File: src/rtl/phase_timing_pkg.sv
// Shared types and helpers for the N-phase timing generator.
package phase_timing_pkg;

  typedef enum logic [1:0] {
    IDLE = 2'd0,
    RUN  = 2'd1,
    STOP = 2'd2
  } state_t;

  // Index width for n phases; never narrower than one bit.
  function automatic int phase_w(input int n);
    return (n <= 2) ? 1 : $clog2(n);
  endfunction

endpackage

File: src/rtl/req_sync_chan.sv
// One request channel: synchronise, detect rising edge, queue it as pending,
// arm it for one full cycle and flag requests lost while one is still queued.
module req_sync_chan (
  input  logic clk,
  input  logic rst_n,
  input  logic req,
  input  logic start,
  input  logic idle,
  input  logic hit_a,
  input  logic hit_b,
  input  logic ovr_clr,
  output logic sync_a,
  output logic sync_b,
  output logic overrun
);

  logic s1, s2, s3, edge_q, pending, armed, armed_d;

  // start marks the edge that enters phase 0, so armed lines up with the cycle.
  always_comb armed_d = idle ? 1'b0 : (start ? pending : armed);

  always_ff @(posedge clk) begin
    if (!rst_n) begin
      s1      <= 1'b0;
      s2      <= 1'b0;
      s3      <= 1'b0;
      edge_q  <= 1'b0;
      pending <= 1'b0;
      armed   <= 1'b0;
      overrun <= 1'b0;
      sync_a  <= 1'b0;
      sync_b  <= 1'b0;
    end else begin
      s1     <= req;
      s2     <= s1;
      s3     <= s2;
      edge_q <= s2 & ~s3;
      armed  <= armed_d;
      if (start)       pending <= edge_q;
      else if (edge_q) pending <= 1'b1;
      // A new overrun wins over a coincident clear.
      if (edge_q && pending && !start) overrun <= 1'b1;
      else if (ovr_clr)                overrun <= 1'b0;
      sync_a <= armed_d & hit_a;
      sync_b <= armed_d & hit_b;
    end
  end

endmodule

File: src/rtl/phase_timing_gen.sv
// N-phase one-hot timing generator with programmable ticks-per-phase,
// clean start/stop and per-channel request re-timing onto two phases.
module phase_timing_gen
  import phase_timing_pkg::*;
#(
  parameter int NUM_PHASES   = 4,
  parameter int NUM_CHAN     = 1,
  parameter int DIV_W        = 8,
  parameter int SYNC_A_PHASE = 1,
  parameter int SYNC_B_PHASE = 2
) (
  input  logic                  clk,
  input  logic                  rst_n,
  input  logic                  tick_in,
  input  logic                  enable,
  input  logic [DIV_W-1:0]      div_ratio,
  input  logic [NUM_CHAN-1:0]   req_in,
  input  logic                  ovr_clr,
  output logic [NUM_PHASES-1:0] phase_oh,
  output logic [phase_w(NUM_PHASES)-1:0] phase_idx,
  output logic                  cycle_start,
  output logic                  half_rate,
  output logic                  running,
  output logic [NUM_CHAN-1:0]   sync_a,
  output logic [NUM_CHAN-1:0]   sync_b,
  output logic [NUM_CHAN-1:0]   overrun
);

  localparam int PW = phase_w(NUM_PHASES);

  state_t                  state, state_d;
  logic [PW-1:0]           idx_d;
  logic [DIV_W-1:0]        cnt, cnt_d, shadow, shadow_d, div_fix;
  logic                    adv, last, start, run_d, toggle;
  logic                    hit_a, hit_b;
  logic [NUM_PHASES-1:0]   oh_d;

  assign div_fix = (div_ratio == '0) ? DIV_W'(1) : div_ratio;
  assign adv     = tick_in && (cnt == shadow - DIV_W'(1));
  assign last    = (phase_idx == PW'(NUM_PHASES - 1));

  always_comb begin
    state_d  = state;
    idx_d    = phase_idx;
    cnt_d    = cnt;
    shadow_d = shadow;
    start    = 1'b0;
    case (state)
      IDLE: begin
        if (enable) begin
          state_d  = RUN;
          idx_d    = '0;
          cnt_d    = '0;
          shadow_d = div_fix;
          start    = 1'b1;
        end
      end
      RUN, STOP: begin
        if (state == RUN && !enable)     state_d = STOP;
        else if (state == STOP && enable) state_d = RUN;
        if (adv) begin
          cnt_d    = '0;
          shadow_d = div_fix;
          if (!last) begin
            idx_d = phase_idx + PW'(1);
          end else begin
            idx_d = '0;
            // A stop request finishes the current cycle, then parks in IDLE.
            if (state == STOP && !enable) state_d = IDLE;
            else                          start   = 1'b1;
          end
        end else if (tick_in) begin
          cnt_d = cnt + DIV_W'(1);
        end
      end
      default: begin
        state_d = IDLE;
        idx_d   = '0;
        cnt_d   = '0;
      end
    endcase
  end

  assign run_d = (state_d != IDLE);
  assign hit_a = run_d && (idx_d == PW'(SYNC_A_PHASE));
  assign hit_b = run_d && (idx_d == PW'(SYNC_B_PHASE));

  always_comb begin
    oh_d = '0;
    for (int p = 0; p < NUM_PHASES; p++) oh_d[p] = run_d && (idx_d == PW'(p));
  end

  always_ff @(posedge clk) begin
    if (!rst_n) begin
      state       <= IDLE;
      phase_idx   <= '0;
      phase_oh    <= '0;
      cnt         <= '0;
      shadow      <= DIV_W'(1);
      toggle      <= 1'b0;
      cycle_start <= 1'b0;
      half_rate   <= 1'b0;
      running     <= 1'b0;
    end else begin
      state       <= state_d;
      phase_idx   <= idx_d;
      phase_oh    <= oh_d;
      cnt         <= cnt_d;
      shadow      <= shadow_d;
      toggle      <= toggle ^ start;
      cycle_start <= start;
      half_rate   <= start & toggle;
      running     <= run_d;
    end
  end

  for (genvar c = 0; c < NUM_CHAN; c++) begin : g_chan
    req_sync_chan u_chan (
      .clk     (clk),
      .rst_n   (rst_n),
      .req     (req_in[c]),
      .start   (start),
      .idle    (!run_d),
      .hit_a   (hit_a),
      .hit_b   (hit_b),
      .ovr_clr (ovr_clr),
      .sync_a  (sync_a[c]),
      .sync_b  (sync_b[c]),
      .overrun (overrun[c])
    );
  end

endmodule

File: config.mk
export PLATFORM = sky130hd
export DESIGN_NAME = phase_timing_gen
export DESIGN_NICKNAME = d
export VERILOG_FILES = /design/src/rtl/phase_timing_pkg.sv /design/src/rtl/req_sync_chan.sv /design/src/rtl/phase_timing_gen.sv
export SDC_FILE = /design/constraint.sdc
export NUM_CORES = 1
export LEC_CHECK = 0
export CAP_MARGIN = 5
export CORE_ASPECT_RATIO = 2
export CORE_UTILIZATION = 53
export DETAILED_ROUTE_END_ITERATION = 10
export GPL_ROUTABILITY_DRIVEN = 0
export PLACE_DENSITY = 0.89
export SETUP_SLACK_MARGIN = 0.3
export SLEW_MARGIN = 10
export SYNTH_ARGS = -nofsm -noshare
export SYNTH_HDL_FRONTEND = slang
export SYNTH_SLANG_ARGS = --single-unit
File: constraint.sdc
create_clock -name clk -period 3.4 [get_ports clk]
set_clock_uncertainty 0.1 [all_clocks]
set_input_delay 0.51 -clock clk [delete_from_list [all_inputs] [get_ports clk]]
set_output_delay 0.51 -clock clk [all_outputs]
set_load 0.01 [all_outputs]
# Word-level counts from Yosys, hierarchy flattened

Cells that the tools add are included.

Add/subtract/negate cells: 3
Multiply operators: 0
Divide/modulo/power cells: 0
Magnitude comparators: 0
Equality and inequality tests: 10
Shifts and indexed selects: 0
Mux-type cells: 30
Bitwise operators: 6
Reduce and logical (&&, ||, !) cells: 22

Operator list:

| cell                                                | number |
|---|---|
| two-way mux 8 bit                                   | 6 |
| one-hot mux 8 bit (2 select lines)                  | 2 |
| two-way mux 2 bit                                   | 9 |
| logical AND 1 bit                                   | 10 |
| two-way mux 1 bit                                   | 10 |
| adder 8 x 1 -> 8 bit, second input constant         | 1 |
| equality test 2 bit, second input constant          | 4 |
| equality test 8 bit                                 | 1 |
| zero test 8 bit                                     | 1 |
| one-hot mux 2 bit (2 select lines)                  | 2 |
| nonzero test 2 bit                                  | 4 |
| subtractor 8 x 1 -> 8 bit, second input constant    | 1 |
| bitwise AND 1 bit                                   | 4 |
| equality test 2 x 1 -> 1 bit, second input constant | 2 |
| zero test 2 bit                                     | 2 |
| != test 2 bit, second input constant                | 2 |
| != test 3 bit, second input constant                | 1 |
| AND reduction 3 bit                                 | 1 |
| adder 2 x 1 -> 2 bit, second input constant         | 1 |
| zero test 1 bit                                     | 2 |
| one-hot mux 1 bit (2 select lines)                  | 1 |
| AND reduction 2 bit                                 | 1 |
| OR reduction 2 bit                                  | 1 |
| NOT 1 bit                                           | 1 |
| bitwise XOR 1 bit                                   | 1 |

Bits in registers: 37
Latch bits: 0
Memory bits (writable): 0
ROM bits: 0
Input port bits: 14
Output and inout bits: 12
Word-level logic and storage cells: 89
Memories kept: 0

# Depth between registers and ports, before layout

Gate-level depths: netlist of the first run.

Word-level depth: 11
Gate-level depth with buffers: 10
Mapped depth without buffers: 10

# By module

From an unflattened synthesis of the first run, not the netlist that was laid out.

Cells, all modules: 207
Area total of the unflattened synthesis: 1895.6 µm²

By module, submodules not included:

| module           | instances | cells each | area each (µm²) | sequential area each (µm²) |
|---|---|---|---|---|
| phase_timing_gen | 1         | 186        | 1614.0          | 560.5 |
| req_sync_chan    | 1         | 21         | 281.5           | 180.2 |

# Worst setup path after synthesis of the first run

No wires, ideal clock.

Path kind: reg2reg
Start point: register shadow[2]
End point: register toggle
Library setup time: 0.115 ns
Data arrival time: 2.528 ns
Required time: 3.185 ns
Path slack: 0.658 ns
Stages on the path, launching flop included: 9
Path buffers: 0
Period minus slack after synthesis: 2.742 ns
Cell sequence: dfxtp_1 -> or3_4 -> or4_1 -> a211oi_2 -> o311ai_4 -> o2bb2a_1 -> nor2_1 -> ha_1 -> and2_1

Longest elaborated chain between the ends: 6

Ends and longest elaborated chain:

| element                            | line                    | source |
|---|---|---|
| from (decl)                        | phase_timing_gen.sv:33  | `logic [DIV_W-1:0] cnt, cnt_d, shadow, shadow_d, div_fix;` |
| from (signal assigned)             | phase_timing_gen.sv:109 | `shadow <= shadow_d;` |
| subtractor 8 x 1 -> 8 bit          | phase_timing_gen.sv:39  | `assign adv = tick_in && (cnt == shadow - DIV_W'(1));` |
| equality test 8 bit                | phase_timing_gen.sv:39  |  |
| logical AND 1 bit                  | phase_timing_gen.sv:39  |  |
| two-way mux 1 bit                  | phase_timing_gen.sv:61  | `if (adv) begin` |
| one-hot mux 1 bit (2 select lines) | phase_timing_gen.sv:48  | `case (state)` |
| net g_chan[0].u_chan.start         | req_sync_chan.sv:7      | `input logic start,` |
| bitwise XOR 1 bit                  | phase_timing_gen.sv:110 | `toggle <= toggle ^ start;` |
| to (signal assigned)               | phase_timing_gen.sv:110 |  |
| to (decl)                          | phase_timing_gen.sv:34  | `logic adv, last, start, run_d, toggle;` |

The timed path passes the listed nets, and every way through them passes these cells.
A chain may end at the register's enable or synchronous reset.

# Worst setup path after layout of the first run

Ends and elaborated chain as after synthesis.

==> out/qor.csv, run 1 <==
metric,value,unit
register_area,742.0,um^2
synth_seq_area_share,40.66,%
synth_cell_types,45,
synth-edff-count,0,
slew_violations,0,
critPathRequiredTime,3.49,ns
routed_wl,3878,um
holdBufCountCts,0,
area_growth,21.36,%
grt_antenna_before_repair,0,
dpl-instance-area,2106,um^2
layout_commonest_cell,dfxtp_1,
place_inst,258,
stdcell_count,266,
io_buffer_count,25,
r2r-start,shadow[2],
critPathLaunchType,flop,
num_io_pins,26,
rsz0062_at_grt,no,
grtUsageTotal,23.30,%
synthSimpleGateAreaFrac,27.88,%
dp_hpwl,2890,um
grt_first_pass_wirelength,6382,um
clockBufferDepth,2,
vias,1561,
maxCapViolations,0,
cts_tree,built,
hold_viol,0,
die_area,3690,um^2
synth_fa_ha_area_share,5.495,%
clock_sinks,37,
period_share,87.67,%
insertion_delay,0.29,ns
path_cells,"or3_4, o21ai_0, nor4bb_1, o311ai_4, o2bb2a_1, nor2_1, ha_1, and2_1",
crit_fanout,7,
r2r_cells,8,
cp_top_family,simple AND/OR/NAND/NOR gates,
synth-seq-cells,37,
die_h,84.91,um
critPathKind,reg2reg,
synth_top_family_by_area,simple AND/OR/NAND/NOR gates,
post_drt_via_cell_ratio,5.868,
fill_cells,246,
ctsHtreeMaxLevel,2,
p_per_area,444.7,nW/um^2
synthCells,205,
nets,256,
cp.depth,8,
min_period,2.981,ns
initial_utilization,56.41,%
end_kind,flop,
synth.top_cell.area_share,40.66,%
synthesis.nets,227,
slew_headroom,61.91,%
synthesis.area,1822,um^2
min_to,g_chan[0].u_chan.edge_q,
synth_area_per_cell,8.887,um^2
root_buffer,clkbuf_8,
critPathMaxStageDelay,0.51,ns
grt_pass1_vias,1535,
numCtsBuffers,5,
tightest_slew,0.5637,ns
worstHoldPathType,reg2reg,
postCtsSetupBuffers,0,
diodes,0,
p_leak,0.0008189,uW
synthTopCellsByArea,"dfxtp_1 41%, ha_1 5.5%, nand2_1 4.1%",
finish.utilization,68.46,%
min_from,g_chan[0].u_chan.s3,
fp.dieW,43.46,um
cp.arrival,3.07,ns
rrSetupSlack,0.42,ns
async_flop_share,0,%
firstDrtPassIters,7,
violations,design-rule violations,
final_cell_mix,"36 x dfxtp_1, 25 x clkdlybuf4s50_1, 20 x nand2_1",
hold_ws,0.3109,ns
design_area,2211,um^2
multiInputGateArea,1027,um^2
synth-compound-area-share,15.80,%
drtIter0Drc,39,
tns,0,ns
routedWlPerCell,14.58,um
cts.clk_slew.worst_paths,0.07,ns
synth_top_area_cell,dfxtp_1,
coreArea,3229,um^2
holdPathStages,1,
outcome,"finished, violations left",
ys.flop_type,dfxtp_1,
synth-xor-area-share,6.250,%
grt-ovfl-total,0,
drc,2,
setup_viol,0,
vdd_drop_max,0.4475,mV
crit_buf_inv,0,
r2r_end,toggle,
cpMaxStageDelayCell,nor4bb_1,
ant_nets,0,
num_rows,29,
yosysWarnings,0,
muxShareOfSynthArea,0.5495,%
layout-drive-gt1-share,8.085,%
fmax,335.5,MHz
grt_max_degree,31,
synth_stat cells, types with 3 or more instances:
cell / count
dfxtp_1: 37
inv_1: 11
o21ai_0: 13
nand4_1: 3
xor2_1: 8
nor3_1: 3
nor3b_1: 3
nand3_1: 11
nand2_1: 20
a21oi_1: 6
clkbuf_1: 4
xnor2_1: 5
nor2b_1: 4
nand2b_1: 7
nor2_1: 16
and2_1: 8
ha_1: 8
worst register-to-register path: cells and delay by family (launching register included):
| family | cells | cell delay (ns) |
|---|---|---|
| AND/OR/NAND/NOR | 4 | 1.30 |
| AO/OA/AOI/OAI | 3 | 0.84 |
| flip-flops | 1 | 0.37 |
| adder cells (fa/ha/maj) | 1 | 0.27 |
worst max path at each step:
stage | startpoint | end | slack [ns]
floorplan | shadow[2] | toggle | 0.66
global placement | shadow[0] | toggle | 0.51
detailed placement | shadow[0] | toggle | 0.45
CTS | shadow[0] | toggle | 0.41
global route | shadow[2] | toggle | 0.30
finish | shadow[2] | toggle | 0.42
registers in the layout (all words and copies together) (netlist names), 2 cells and up:
register / flops
state: 2
phase_idx: 2
phase_oh: 4
cnt: 8
shadow: 8
kinds of logic (layout without fill, tap and decap cells):
family | count (synthesis) | count (layout)
DFF | 37 | 37
xor gates and xnor gates | 13 | 13
muxes | 1 | 1
adders and majority gates | 8 | 8
buffers and inverters | 16 | 46
and+or+nand+nor | 92 | 92
AOI/OAI and AO/OA | 38 | 38
where the power goes:
group / internal (uW) / switching (uW) / total, uW
combinational: 87.4 / 99.2 / 187
clock: 164 / 154 / 318
sequential: 456 / 23.2 / 479
cell type report:
| class | count | area share, % |
|---|---|---|
| Tap cell | 31 | 1.754 |
| Timing Repair Buffer | 27 | 12.00 |
| Multi-Input combinational cell | 152 | 46.46 |
| Clock inverter | 2 | 0.6225 |
| Sequential cell | 37 | 33.56 |
| Clock buffer | 6 | 3.735 |
| Inverter | 11 | 1.868 |
per-stage QoR:
| step | power (uW) | setup slack (ns) |
|---|---|---|
| floorplan | 610.2 | 0.6575 |
| global placement | 663.9 | 0.5062 |
| detailed placement | 669.0 | 0.4535 |
| CTS | 984.3 | 0.4119 |
| global route | 1035 | 0.3017 |
| finish | 983.2 | 0.4194 |
per-layer routing:
| layer | global-route usage (%) | up-vias | share of wire, % |
|---|---|---|---|
| met2 | 43.11 | 35 | 58 |
| met3 | 6.383 | 11 | 3.4 |
| met1 | 21.53 | 746 | 36 |
| met4 | 13.07 | 0 | 2.7 |
| met5 | 0 | - | 0 |
| li1 | - | 769 | - |
timing repair:
action	CTS	global route
gates resized for setup	0	2
endpoints found under the hold margin	0	0
endpoints found under the setup margin	0	5
(Power assumes the default switching activity.)
==> run 2, diff against run 1 <==
Settings changed: CORE_UTILIZATION 53 to 56, CTS_BUF_LIST from default to sky130_fd_sc_hd__clkbuf_4, PLACE_DENSITY 0.89 to 0.93.
==> out/qor.csv, run 2 (synthesis gave the netlist of run 1 again) <==
metric,value,unit,change
num_rows,29,,unchanged
fmax,338.0,MHz,+0.73%
crit_fanout,7,,unchanged
die_h,82.66,um,-2.6%
insertion_delay,0.36,ns,+0.07 ns
worstHoldPathType,reg2reg,,
cts.clk_slew.worst_paths,0.12,ns,+0.05 ns
grt_antenna_before_repair,0,,unchanged
grt-ovfl-total,0,,unchanged
coreArea,3120,um^2,-3.4%
vdd_drop_max,0.4271,mV,-4.5%
io_buffer_count,25,,unchanged
tightest_slew,0.5046,ns,-0.05909 ns
ant_nets,0,,unchanged
initial_utilization,58.38,%,+2.0 points
holdBufCountCts,0,,unchanged
p_per_area,471.3,nW/um^2,+6.0%
grt_max_degree,31,,unchanged
rsz0062_at_grt,no,,
layout_commonest_cell,dfxtp_1,,
die_area,3499,um^2,-5.2%
cpMaxStageDelayCell,or4_1,,
largest_registers,"cnt: 8 flops, shadow: 8 flops, phase_oh: 4 flops",,
dp_hpwl,2911,um,+0.72%
fill_cells,232,,-5.7%
period_share,87.03,%,-0.64 points
path_cells,"or3_4, or4_1, a211oi_2, o311ai_4, o2bb2a_1, nor2_1, ha_1, and2_1",,
design_area,2223,um^2,+0.57%
final_cell_mix,"36 x dfxtp_1, 25 x clkdlybuf4s50_1, 20 x nand2_1",,
clockBufferDepth,2,,unchanged
critPathKind,reg2reg,,
vias,1595,,+2.2%
grt_pass1_vias,1486,,-3.2%
dpl-instance-area,2106,um^2,unchanged
layout-drive-gt1-share,8.511,%,+0.43 points
r2r-start,shadow[2],,
critPathLaunch,shadow[2],,
ctsHtreeMaxLevel,2,,unchanged
root_buffer,clkbuf_4,,
critPathMaxStageDelay,0.50,ns,about the same
grtUsageTotal,23.97,%,+0.66 points
end_kind,flop,,
hold_viol,0,,unchanged
min_period,2.959,ns,-0.02168 ns
area_growth,22.05,%,
routedWlPerCell,14.80,um,+1.5%
p_leak,0.0008242,uW,+0.65%
numCtsBuffers,5,,unchanged
outcome,"finished, final reports clean",,
firstDrtPassIters,4,,-3
cts_tree,built,,
nets,256,,unchanged
post_drt_via_cell_ratio,5.996,,+2.2%
critPathLaunchType,flop,,
cp.arrival,3.13,ns,+0.06 ns
slew_violations,0,,unchanged
drtIter0Drc,65,,+67%
routed_wl,3938,um,+1.5%
finish.utilization,71.25,%,+2.8 points
critPathRequiredTime,3.57,ns,+0.08 ns
num_io_pins,26,,unchanged
clock_sinks,37,,unchanged
diodes,0,,unchanged
min_from,g_chan[0].u_chan.s3,,
grt_first_pass_wirelength,6210,um,-2.7%
tns,0,ns,unchanged
setup_viol,0,,unchanged
slew_headroom,66.29,%,+4.4 points
drc,0,,-2
fp.dieW,42.33,um,-2.6%
maxCapViolations,0,,unchanged
run 2: cell count changes in the layout (fill, tap and decap cells not counted), sizes merged:
cell / delta
bufinv: +2
clkbuf: -1
clkinv: -1
run 2: worst max-delay path, delay by kind of cell, from the launching register on:
kind,cells,cell delay [ns]
adders and majority gates,1,0.27
AOI/OAI and AO/OA,3,0.86
and+or+nand+nor,4,1.28
DFF,1,0.38
run 2: per-stage QoR:
step                      std cells  power (uW)  hold slack [ns]  setup WS, ns
after floorplan                 205       610.2           0.2674        0.6575
after detailed placement        258       670.7           0.2765        0.4463
after CTS                       266        1046           0.2942        0.4591
after global routing            266        1093           0.3246        0.3154
after global placement          258       663.6           0.2712        0.5747
final                           266        1048           0.2970        0.4410
run 2: power by group:
group	switching (uW)	internal, uW	total [uW]
Clock	150	228	377
Combinational	103	89.5	192
Sequential	22.8	456	478
Total	275	773	1050
run 2: area by class of cell:
cell class / instances / area, um^2 / area share [%]
inverter: 11 / 41.29 / 1.857
timing repair buffer: 27 / 265.3 / 11.93
tap: 31 / 38.79 / 1.745
sequential: 37 / 742.0 / 33.37
clock inverter: 3 / 65.06 / 2.926
multi-input combinational: 152 / 1033 / 46.48
clock buffer: 5 / 37.54 / 1.688
run 2: timing repair:
item                       in CTS  in global routing
setup endpoints to repair       0                  5
setup buffers                   0                  0
gates resized for setup         0                  3
run 2: path summary, 6_finish.rpt:
| check | slack (ns) | cells after the start | end |
|---|---|---|---|
| setup / recovery | 0.44 | 8 | toggle |
| setup reg to reg | 0.44 | 8 | toggle |
| hold / removal | 0.30 | 1 | g_chan[0].u_chan.edge_q |
| hold reg to reg | 0.30 | 1 | g_chan[0].u_chan.edge_q |
run 2: per-layer routing:
metal	up-vias	track usage, %	part of all wire (%)
li1	772	-	-
met1	760	22.89	38
met2	48	44.31	54
met3	15	4.565	3.7
met4	0	17.50	4.0
met5	-	0	0
==> run 3, diff against run 2 <==
Settings changed: SETUP_SLACK_MARGIN 0.3 to 0.1.
==> out/qor.csv, run 3 (synthesis gave the netlist of run 1 again) <==
metric,value,unit,change
outcome,"finished, final reports clean",,
initial_utilization,58.38,%,unchanged
cp.arrival,3.16,ns,+0.03 ns
critPathKind,reg2reg,,
grtUsageTotal,23.97,%,unchanged
tns,0,ns,unchanged
slew_headroom,61.69,%,-4.6 points
path_cells,"or3_4, or4_1, a211oi_2, o311ai_4, a211oi_2, buf_4, nor2_1, o21ai_0",,
critPathRequiredTime,3.58,ns,about the same
grt_pass1_vias,1486,,unchanged
diodes,0,,unchanged
worstHoldPathType,reg2reg,,
critPathLaunchType,flop,,
num_io_pins,26,,unchanged
post_drt_via_cell_ratio,5.883,,-1.9%
cts_tree,built,,
finish.utilization,70.77,%,-0.48 points
hold_viol,0,,unchanged
crit_buf_inv,1,,+1
fp.dieW,42.33,um,unchanged
crit_fanout,9,,+2
grt-ovfl-total,0,,unchanged
tightest_slew,0.5737,ns,+0.06907 ns
clockBufferDepth,2,,unchanged
routedWlPerCell,14.71,um,-0.61%
r2r_cells,8,,unchanged
cp_top_family,compound AO/OA/AOI/OAI gates,,
largest_registers,"cnt: 8 flops, shadow: 8 flops, phase_oh: 4 flops",,
vdd_drop_max,0.4270,mV,about the same
firstDrtPassIters,4,,unchanged
p_per_area,471.2,nW/um^2,about the same
rrSetupSlack,0.42,ns,-0.02 ns
nets,256,,unchanged
cts.clk_slew.worst_paths,0.12,ns,about the same
critPathMaxStageDelay,0.57,ns,+0.07 ns
drc,0,,unchanged
cts-resized-gates,0,,unchanged
period_share,87.59,%,+0.56 points
postCtsSetupBuffers,0,,unchanged
maxCapViolations,0,,unchanged
critPathLaunch,shadow[2],,
final_cell_mix,"37 x dfxtp_1, 25 x clkdlybuf4s50_1, 20 x nand2_1",,
clock_sinks,37,,unchanged
insertion_delay,0.35,ns,about the same
setup_viol,0,,unchanged
min_period,2.978,ns,+0.01914 ns
min_from,g_chan[0].u_chan.s3,,
die_area,3499,um^2,unchanged
min_to,g_chan[0].u_chan.edge_q,,
area_growth,21.22,%,
cpMostUsedCell,a211oi_2,,
dp_hpwl,2911,um,unchanged
end_kind,flop,,
p_leak,0.0008217,uW,-0.30%
r2r-start,shadow[2],,
routed_wl,3914,um,-0.61%
holdPathStages,1,,unchanged
ant_nets,0,,unchanged
rsz0062_at_grt,no,,
num_rows,29,,unchanged
drtIter0Drc,47,,-28%
holdBufCountCts,0,,unchanged
cpMaxStageDelayCell,a211oi_2,,
r2r_end,shadow[0],,
die_h,82.66,um,unchanged
numCtsBuffers,5,,unchanged
ctsHtreeMaxLevel,2,,unchanged
layout_commonest_cell,dfxtp_1,,
coreArea,3120,um^2,unchanged
grt_max_degree,31,,unchanged
fmax,335.8,MHz,-0.64%
vias,1565,,-1.9%
grt_first_pass_wirelength,6210,um,unchanged
io_buffer_count,25,,unchanged
layout-drive-gt1-share,7.660,%,-0.85 points
slew_violations,0,,unchanged
hold_ws,0.2970,ns,-0.00001000 ns
root_buffer,clkbuf_4,,
grt_antenna_before_repair,0,,unchanged
-- run 3: cell counts in the layout (fill, tap and decap cells not counted) --
Identical to the previous run, type by type.
-- run 3: worst reg2reg max path, delay by kind of cell (launching register included) --
kind | cells | cell delay [ns]
compound gates | 4 | 1.21
simple gates | 3 | 0.97
flops | 1 | 0.38
buf+inv | 1 | 0.26
-- run 3: worst max path at each step --
stage / endpoint / slack (ns) / depth (start not counted)
6_report: shadow[0] / 0.42 / 8
5_1_grt: shadow[0] / 0.18 / 10
4_1_cts: shadow[0] / 0.46 / 8
3_5_place_dp: toggle / 0.45 / 10
3_3_place_gp: toggle / 0.57 / 8
2_1_floorplan: toggle / 0.66 / 8
-- run 3: metal layers --
| metal | track usage (%) | vias up | wire (um) |
|---|---|---|---|
| met1 | 22.89 | 730 | 1509 |
| met3 | 4.565 | 15 | 121 |
| met2 | 44.31 | 48 | 2127 |
| met5 | 0 | - | 0 |
| met4 | 17.50 | 0 | 156 |
| li1 | - | 772 | - |
-- run 3: layout make-up --
type | count | area [um^2]
Clock buffer | 5 | 37.54
Clock inverter | 3 | 65.06
Tap cell | 31 | 38.79
Fill cell | 233 | 912.1
Sequential cell | 37 | 740.7
Timing Repair Buffer | 27 | 265.3
Inverter | 11 | 41.29
Multi-Input combinational cell | 152 | 1020
-- run 3: through the flow --
| stage | power (uW) | setup WS [ns] | instances | instance area, um^2 |
|---|---|---|---|---|
| finish | 1041 | 0.4219 | 266 | 2208 |
| global route | 1086 | 0.1792 | 266 | 2208 |
| CTS | 1046 | 0.4591 | 266 | 2208 |
| detailed placement | 670.7 | 0.4463 | 258 | 2106 |
| global placement | 663.6 | 0.5747 | 258 | 2106 |
| floorplan | 610.2 | 0.6575 | 205 | 1822 |
-- run 3: power by group --
group / internal [uW] / switching [uW] / leakage (uW)
registers: 455 / 22.4 / 0.000302
clock network: 228 / 149 / 0.0000552
logic: 86.2 / 99.9 / 0.000465
total: 769 / 271 / 0.000822
